## config.mk

```make
export PLATFORM = sky130hd
export DESIGN_NAME = uart_rx_gen2
export DESIGN_NICKNAME = d
export VERILOG_FILES = /design/src/rtl/uart_rx_gen2.sv
export SDC_FILE = /design/constraint.sdc
export NUM_CORES = 1
export LEC_CHECK = 0
export ABC_AREA = 1
export BUFFER_PORTS_ARGS = -buffer_cell sky130_fd_sc_hd__buf_2
export CAP_MARGIN = 5
export CELL_PAD_IN_SITES_DETAIL_PLACEMENT = 1
export CELL_PAD_IN_SITES_GLOBAL_PLACEMENT = 1
export CORE_MARGIN = 1
export CORE_UTILIZATION = 43
export DETAILED_ROUTE_END_ITERATION = 16
export PLACE_DENSITY_LB_ADDON = 0.1
export SYNTH_ARGS = -nofsm -noshare
export SYNTH_HDL_FRONTEND = slang
export SYNTH_SLANG_ARGS = --single-unit
```

## constraint.sdc

```tcl
create_clock -name CLK -period 2.5 [get_ports CLK]
set_input_delay 0.25 -clock CLK [delete_from_list [all_inputs] [get_ports CLK]]
set_output_delay 0.25 -clock CLK [all_outputs]
set_load 0.1 [all_outputs]
```

## src/rtl/uart_rx_gen2.sv

```systemverilog
// UART receiver: 3-sample majority per bit, optional parity, one or two stop bits.
// Optional break detection (all-zero frame) when UART_RX_BREAK_DETECT_EN is defined.
module uart_rx_gen2 #(
    parameter int DATA_WIDTH     = 8,
    parameter int PRESCALE_WIDTH = 6
) (
    input  logic                      CLK,
    input  logic                      RST,
    input  logic                      RX_IN,
    input  logic                      PAR_EN,
    input  logic                      PAR_TYP,
    input  logic                      STOP2,
    input  logic [PRESCALE_WIDTH-1:0] PRESCALE,
    output logic [DATA_WIDTH-1:0]     P_DATA,
    output logic                      DATA_VALID,
    output logic                      PAR_ERR,
`ifdef UART_RX_BREAK_DETECT_EN
    output logic                      BREAK,
`endif
    output logic                      STOP_ERR
);

    localparam int BCW = (DATA_WIDTH > 1) ? $clog2(DATA_WIDTH) : 1;
    localparam logic [PRESCALE_WIDTH-1:0] P1 = PRESCALE_WIDTH'(1);

    typedef enum logic [2:0] {
        IDLE, START, DATA, PARITY, STOP, STOP_2
`ifdef UART_RX_BREAK_DETECT_EN
        , BRK_WAIT
`endif
    } state_t;

    state_t                    state;
    logic [PRESCALE_WIDTH-1:0] edge_cnt;
    logic [PRESCALE_WIDTH-1:0] ps_q;
    logic [BCW-1:0]            bit_cnt;
    logic [DATA_WIDTH-1:0]     shreg;
    logic [2:0]                smp;
    logic                      par_en_q;
    logic                      par_typ_q;
    logic                      stop2_q;
    logic                      par_err_q;
    logic                      stop_err_q;
    logic                      par_bit_q;
    logic                      zero_q;

    logic [PRESCALE_WIDTH-1:0] half;
    logic                      maj;
    logic                      bit_end;
    logic                      is_smp;
    logic                      counting;
    logic                      zero_frame;
    logic                      fin_pe;
    logic                      fin_se;

    always_comb begin
        half     = ps_q >> 1;
        maj      = (smp[0] & smp[1]) | (smp[0] & smp[2]) | (smp[1] & smp[2]);
        bit_end  = (edge_cnt == (ps_q - P1));
        is_smp   = (edge_cnt == (half - P1)) || (edge_cnt == half) || (edge_cnt == (half + P1));
        counting = (state == START) || (state == DATA) || (state == PARITY) ||
                   (state == STOP) || (state == STOP_2);
        // Only meaningful while in STOP: data, parity and first stop bit all 0.
        zero_frame = (shreg == '0) && (!par_en_q || !par_bit_q) && !maj;
        // A line-held-low frame is reported as a stop error only, never as parity.
        fin_pe = par_err_q & ~((state == STOP) ? zero_frame : zero_q);
        fin_se = !maj | ((state == STOP_2) & stop_err_q);
    end

    always_ff @(posedge CLK or posedge RST) begin
        if (RST) begin
            state      <= IDLE;
            edge_cnt   <= '0;
            ps_q       <= '0;
            bit_cnt    <= '0;
            shreg      <= '0;
            smp        <= '0;
            par_en_q   <= 1'b0;
            par_typ_q  <= 1'b0;
            stop2_q    <= 1'b0;
            par_err_q  <= 1'b0;
            stop_err_q <= 1'b0;
            par_bit_q  <= 1'b0;
            zero_q     <= 1'b0;
            P_DATA     <= '0;
            DATA_VALID <= 1'b0;
            PAR_ERR    <= 1'b0;
            STOP_ERR   <= 1'b0;
`ifdef UART_RX_BREAK_DETECT_EN
            BREAK      <= 1'b0;
`endif
        end else begin
            DATA_VALID <= 1'b0;
            PAR_ERR    <= 1'b0;
            STOP_ERR   <= 1'b0;
`ifdef UART_RX_BREAK_DETECT_EN
            BREAK      <= 1'b0;
`endif
            if (counting) begin
                edge_cnt <= bit_end ? '0 : edge_cnt + P1;
                if (is_smp)
                    smp <= {smp[1:0], RX_IN};
            end

            case (state)
                IDLE: begin
                    if (!RX_IN) begin
                        state      <= START;
                        edge_cnt   <= '0;
                        bit_cnt    <= '0;
                        par_en_q   <= PAR_EN;
                        par_typ_q  <= PAR_TYP;
                        stop2_q    <= STOP2;
                        ps_q       <= PRESCALE;
                        par_err_q  <= 1'b0;
                        stop_err_q <= 1'b0;
                        par_bit_q  <= 1'b0;
                        zero_q     <= 1'b0;
                    end
                end
                START: begin
                    if (bit_end)
                        state <= maj ? IDLE : DATA;
                end
                DATA: begin
                    if (bit_end) begin
                        shreg   <= {maj, shreg[DATA_WIDTH-1:1]};
                        bit_cnt <= bit_cnt + BCW'(1);
                        if (bit_cnt == BCW'(DATA_WIDTH - 1))
                            state <= par_en_q ? PARITY : STOP;
                    end
                end
                PARITY: begin
                    if (bit_end) begin
                        par_bit_q <= maj;
                        par_err_q <= (maj != ((^shreg) ^ par_typ_q));
                        state     <= STOP;
                    end
                end
                STOP: begin
                    if (bit_end) begin
`ifdef UART_RX_BREAK_DETECT_EN
                        if (zero_frame) begin
                            BREAK    <= 1'b1;
                            STOP_ERR <= 1'b1;
                            state    <= BRK_WAIT;
                        end else
`endif
                        if (stop2_q) begin
                            stop_err_q <= !maj;
                            zero_q     <= zero_frame;
                            state      <= STOP_2;
                        end else begin
                            if (!fin_pe && !fin_se) begin
                                P_DATA     <= shreg;
                                DATA_VALID <= 1'b1;
                            end else begin
                                PAR_ERR  <= fin_pe;
                                STOP_ERR <= fin_se;
                            end
                            state <= IDLE;
                        end
                    end
                end
                STOP_2: begin
                    if (bit_end) begin
                        if (!fin_pe && !fin_se) begin
                            P_DATA     <= shreg;
                            DATA_VALID <= 1'b1;
                        end else begin
                            PAR_ERR  <= fin_pe;
                            STOP_ERR <= fin_se;
                        end
                        state <= IDLE;
                    end
                end
`ifdef UART_RX_BREAK_DETECT_EN
                BRK_WAIT: begin
                    if (RX_IN)
                        state <= IDLE;
                end
`endif
                default: state <= IDLE;
            endcase
        end
    end

endmodule

```

==> results.py, run 1 <==
metrics = {
    "floorplanning": {
        "num_rows": 28,
        "start_util_pct": 45.73,
        "die_w_um": 82.52,
        "core_area_mm2": 0.006096,
        "die_h_um": 82.52,
        "ios": 23,
        "dieArea_mm2": 0.006809,
    },
    "place": {
        "place_congestion": 0.8491,
        "dpl_cell_area_mm2": 0.002975,
        "detailed_place_hpwl_um": 5389,
        "place_ws_ns": 0.1717,
        "io_buffers": 22,
    },
    "sta": {
        "layout_setup_ws_ns": 0.2931,
        "timing.hold.ws_ns": 0.1511,
        "period_share_pct": 88.28,
        "slew_headroom_pct": 58.61,
        "hold_viol_final": 0,
        "worst_pin_slew_ns": 0.6209,
        "fin_crit_ns": 2.207,
        "setup_viol": 0,
        "timing.fmax_mhz": 453.1,
        "report.final.slew_viol_count": 0,
        "rsz0062_at_grt": "no",
        "finalSetupTns_ns": 0,
        "fin_worst_skew_ns": 0.006516,
    },
    "global_routing": {
        "gr-total-overflow": 0,
        "grt_pass1_vias": 2449,
        "grt_util_all_layers_pct": 22.83,
        "grt_pass1_wl_um": 11700,
        "antenna_found_initial": 0,
        "grt_max_degree": 21,
    },
    "logic_synthesis": {
        "synth.net_count": 410,
        "synthFlopType": "dfrtp_1",
        "yosysWarnings": 0,
        "avgSynthCellArea_um2": 7.203,
        "post-synth-top-count-cell": "nand2_1",
        "netlist_area_mm2": 0.002788,
        "ys_seq_elements": 47,
        "yosys-top-cells-area": "dfrtp_1 42%, nand2_1 20%, nand3_1 6.5%",
        "synth_edf_count": 0,
        "synth_top_area_share_pct": 42.19,
        "synth.yosys.seq_area_share_pct": 42.19,
        "synth_cell_types": 27,
        "ys_top_cells_by_count": "152 x nand2_1, 47 x dfrtp_1, 44 x inv_1, 36 x nand3_1, 30 x nor2_1",
        "async_reset_ff_share_pct": 100.0,
        "synth_area_leader_cell": "dfrtp_1",
        "netlist_instances": 387,
    },
    "clock_network": {
        "htree_levels": 2,
        "cts_made_buffers": 5,
        "cts_root_buf": "clkbuf_8",
        "clk_pin_slew_ns": 0.09,
        "clock_path_buffers": 2,
        "clk_latency_ns": 0.30,
        "tritoncts": "built",
        "clock-sinks": 47,
    },
    "setup_path": {
        "endpoint_kind": "register",
        "required_ns": 2.74,
        "arrival_ns": 2.45,
        "start_kind": "register",
        "crit_type": "reg -> reg",
        "crit_fanout": 9,
    },
    "power_and_ir_drop": {
        "ir_drop_mv": 0.4590,
        "leakage_nw": 1.685,
        "powerDensity_mw_per_mm2": 1059,
    },
    "detailed_routing": {
        "ant_nets": 0,
        "first_pass_iters": 4,
        "routed_via_density": 5.141,
        "wl_um": 6968,
        "drt_iter0_markers": 123,
        "wl_per_cell_um": 14.22,
        "drc": 0,
        "vias": 2519,
    },
    "final_layout": {
        "syn_to_final_growth_pct": 11.89,
        "antenna_cells": 0,
        "multiInputGateArea_mm2": 0.001413,
        "final_core_util_pct": 51.17,
        "fill_cells": 808,
        "drive_gt1_share_pct": 10.84,
        "postLayoutCellArea_mm2": 0.003119,
        "seq_area_mm2": 0.001176,
        "fin_nets": 438,
    },
    "outcome": {
        "outcome": "completed",
    },
    "min_path": {
        "min_path_type": "in -> reg",
    },
    "run": {
        "maxCapViolations": 0,
    },
}
registers in the layout, indices dropped and copies added (netlist names), 3 cells and up:
| name | flops |
|---|---|
| edge_cnt | 6 |
| smp | 3 |
| bit_cnt | 3 |
| P_DATA | 8 |
| state | 3 |
| ps_q | 6 |
| shreg | 8 |
timing repair:
action | CTS | global route
buffers inserted | 0 | 1
setup endpoints to repair | 0 | 17
gates resized for setup | 0 | 2
hold endpoints to repair | 14 | 0
hold buffers | 1 | 0
where the power goes:
group / total, mW / leakage (nW) / switching [mW] / internal, mW
Combinational: 1.63 / 1.01 / 1.09 / 0.544
Clock: 0.544 / 0.0502 / 0.252 / 0.292
Sequential: 1.13 / 0.630 / 0.205 / 0.924
Total: 3.30 / 1.69 / 1.54 / 1.76
logic make-up (layout without fill, tap and decap cells):
family                     after synthesis  after routing  share of synthesized area, %
and+or+nand+nor                        232            232                         34.74
buffers and inverters                   53             81                         7.854
DFF                                     47             47                         42.19
AOI/OAI and AO/OA                       32             32                         5.970
xor gates and xnor gates                12             12                         4.309
adders and majority gates               11             11                         4.937
critical path: stages, from the launching register on:
cell     delay (ns)
dfrtp_1        0.43
inv_1          0.17
ha_1           0.30
nand2_1        0.08
nor2_1         0.14
nand2_1        0.14
xor2_4         0.28
nand3_2        0.17
nor2_4         0.25
nand2_1        0.10
nand2_1        0.07
area by class of cell:
type	count	area share (%)
well taps	75	3.008
clock inverters	2	1.203
clock buffers	5	2.206
multi-input cells	287	45.29
repair buffers	28	5.054
inverters	46	5.536
flip-flops and latches	47	37.71
routing by layer:
metal	part of all wire, %	track usage [%]
met1	50	32.30
met2	46	36.36
met3	2.8	3.626
met4	0.83	5.690
met5	0	0
metrics by stage:
| step | instances | total power [mW] |
|---|---|---|
| global route | 490 | 3.615 |
| finish | 490 | 3.304 |
| detailed placement | 481 | 2.730 |
| CTS | 489 | 3.296 |
| floorplan | 387 | 2.315 |
| global placement | 481 | 2.667 |
worst paths after layout:
kind	from	to	slack, ns	cells past startpoint
max in group asynchronous	RST	shreg[0]$_DFFE_PP0P_	1.45	4
hold / removal	STOP2	stop2_q$_DFFE_PP0P_	0.15	3
min in group asynchronous	RST	ps_q[4]$_DFFE_PP0P_	0.47	3
setup / recovery	ps_q[2]$_DFFE_PP0P_	P_DATA[2]$_DFFE_PP0P_	0.29	10
setup reg to reg	ps_q[2]$_DFFE_PP0P_	P_DATA[2]$_DFFE_PP0P_	0.29	10
hold reg to reg	P_DATA[1]$_DFFE_PP0P_	P_DATA[1]$_DFFE_PP0P_	0.48	2
cell usage in the layout, fill, tap and decap left out, drive strengths merged:
master / netlist / final
nand3: 37 / 37
ha: 11 / 11
o22ai: 1 / 1
bufinv: 0 / 1
nand3b: 2 / 2
nor2: 32 / 32
or2: 2 / 2
inv: 45 / 45
nand4: 4 / 4
a21oi: 6 / 6
clkbuf: 1 / 5
dfrtp: 47 / 47
xnor2: 5 / 5
nor3: 2 / 2
buf: 6 / 27
o211ai: 1 / 1
nand2: 153 / 153
xor2: 7 / 7
clkinv: 1 / 1
a21boi: 1 / 1
o21ai: 23 / 23
clkinvlp: 0 / 1
dlygate4sd3: 0 / 1
Power figures use the tool's default switching activity.
==> inputs of run 2 (changes only) <==
GPL_TIMING_DRIVEN = 0   (was unset)
==> run 2 against run 1 <==
Utilization increased by 0.43 points. Routed wire length increased by 4.1%. Non-clock buffer count increased by 4. Final cell count increased by 1.0%. Largest power group unchanged. Clock-buffer cell count unchanged. Sequential power decreased by 4%. First-iteration DRC count decreased by 24%. Power increased by 1.1%. Register-to-register slack got worse by 0.05 ns. Via count increased by 1.2%. Critical path type unchanged. Fmax decreased by 2.0%.
==> results.py, run 2 (synthesis results as in run 1) <==
metrics = {
    "outcome": {
        "outcome": "completed",
    },
    "power_and_ir_drop": {
        "leakage_nw": 1.706,
        "power_mw": 3.341,
        "powerDensity_mw_per_mm2": 1062,
        "ir_drop_mv": 0.5634,
    },
    "sta": {
        "fin_crit_ns": 2.252,
        "period_share_pct": 90.09,
        "layout_setup_ws_ns": 0.2478,
        "setup_viol": 0,
        "hold_viol_final": 0,
        "report.final.slew_viol_count": 0,
        "fin_worst_skew_ns": 0.01249,
        "finalSetupTns_ns": 0,
        "timing.hold.ws_ns": 0.1484,
        "rsz0062_at_grt": "no",
        "slew_headroom_pct": 55.37,
        "worst_pin_slew_ns": 0.6694,
        "timing.fmax_mhz": 444.0,
    },
    "min_path": {
        "hold_start": "PRESCALE[4]",
        "holdPathStages": 3,
        "min_path_type": "in -> reg",
        "whs_endpoint": "ps_q[4]$_DFFE_PP0P_",
    },
    "final_layout": {
        "fin_nets": 442,
        "multiInputGateArea_mm2": 0.001393,
        "syn_to_final_growth_pct": 12.84,
        "final_core_util_pct": 51.60,
        "postLayoutCellArea_mm2": 0.003146,
        "top_regs": "P_DATA: 8 flops, shreg: 8 flops",
        "fill_cells": 813,
        "layout_commonest_cell": "nand2_1",
        "stdcell_count": 495,
        "final_cell_mix": "152 x nand2_1, 47 x dfrtp_1, 43 x inv_1",
        "seq_area_mm2": 0.001176,
        "drive_gt1_share_pct": 11.67,
        "antenna_cells": 0,
    },
    "detailed_routing": {
        "wl_per_cell_um": 14.65,
        "drc": 0,
        "drt_iter0_markers": 93,
        "ant_nets": 0,
        "first_pass_iters": 4,
        "vias": 2550,
        "routed_via_density": 5.152,
        "wl_um": 7251,
    },
    "place": {
        "place_congestion": 0.8307,
        "dpl_cell_area_mm2": 0.003012,
        "io_buffers": 22,
        "place_ws_ns": 0.1345,
        "dp_cells": 485,
        "detailed_place_hpwl_um": 5463,
    },
    "floorplanning": {
        "die_w_um": 82.52,
        "num_rows": 28,
        "start_util_pct": 45.73,
        "die_h_um": 82.52,
        "core_area_mm2": 0.006096,
        "dieArea_mm2": 0.006809,
        "ios": 23,
    },
    "run": {
        "maxCapViolations": 0,
    },
    "setup_path": {
        "startpoint": "ps_q[2]$_DFFE_PP0P_",
        "start_kind": "register",
        "reg2reg_to": "state[2]$_DFFE_PP0P_",
        "ff2ff_path_depth": 11,
        "endpoint_kind": "register",
        "crit_fanout": 6,
        "r2r_start": "ps_q[2]$_DFFE_PP0P_",
        "arrival_ns": 2.46,
        "r2r_setup_slack_ns": 0.25,
        "crit_type": "reg -> reg",
        "required_ns": 2.70,
    },
    "clock_network": {
        "cts_root_buf": "clkbuf_8",
        "clock-sinks": 47,
        "htree_levels": 2,
        "tritoncts": "built",
        "clock_path_buffers": 2,
        "clk_latency_ns": 0.31,
        "cts_resized": 0,
        "cts_made_buffers": 5,
        "clk_pin_slew_ns": 0.09,
    },
    "global_routing": {
        "grt_pass1_wl_um": 12300,
        "grt_max_degree": 41,
        "antenna_found_initial": 0,
        "grt_pass1_vias": 2589,
        "gr-total-overflow": 0,
        "grt_util_all_layers_pct": 24.33,
    },
}
==> run 2: worst max path at each step <==
stage / to
2_1_floorplan: P_DATA[0]$_DFFE_PP0P_
3_3_place_gp: P_DATA[0]$_DFFE_PP0P_
3_5_place_dp: P_DATA[0]$_DFFE_PP0P_
4_1_cts: P_DATA[0]$_DFFE_PP0P_
5_1_grt: state[2]$_DFFE_PP0P_
6_report: state[2]$_DFFE_PP0P_
==> run 2: cell type report <==
cell class,count,share of cell area [%]
multi-input combinational,287,44.27
sequential,47,37.39
inverter,46,5.489
timing repair buffer,25,4.694
tap,75,2.983
clock buffer,5,2.188
clock inverter,3,1.512
buffer,7,1.472
==> run 2: where the power goes <==
group / internal [mW] / total [mW] / switching [mW]
clock network: 0.303 / 0.584 / 0.281
registers: 0.925 / 1.09 / 0.165
logic: 0.539 / 1.67 / 1.13
total: 1.77 / 3.34 / 1.57
==> run 2: critical path: stages (launching register included) <==
cell	delay [ns]
dfrtp_1	0.44
inv_1	0.19
ha_1	0.31
nand2_1	0.08
nor2_1	0.12
nand2_1	0.10
xor2_2	0.35
nand2_1	0.16
nand2_1	0.16
nand2_1	0.11
nand2_1	0.08
nand2_1	0.05
==> run 2: what timing repair did <==
action | in CTS | in global routing
hold buffers | 1 | 0
setup endpoints to repair | 0 | 8
hold endpoints to repair | 7 | 0
buffers inserted | 0 | 1
==> run 2: per-layer routing <==
metal	GRT usage, %	vias up	wire length [um]
li1	-	1276	-
met1	33.29	1228	3609
met2	40.17	39	3291
met3	4.066	7	274
met4	5.690	0	75
met5	0	-	0
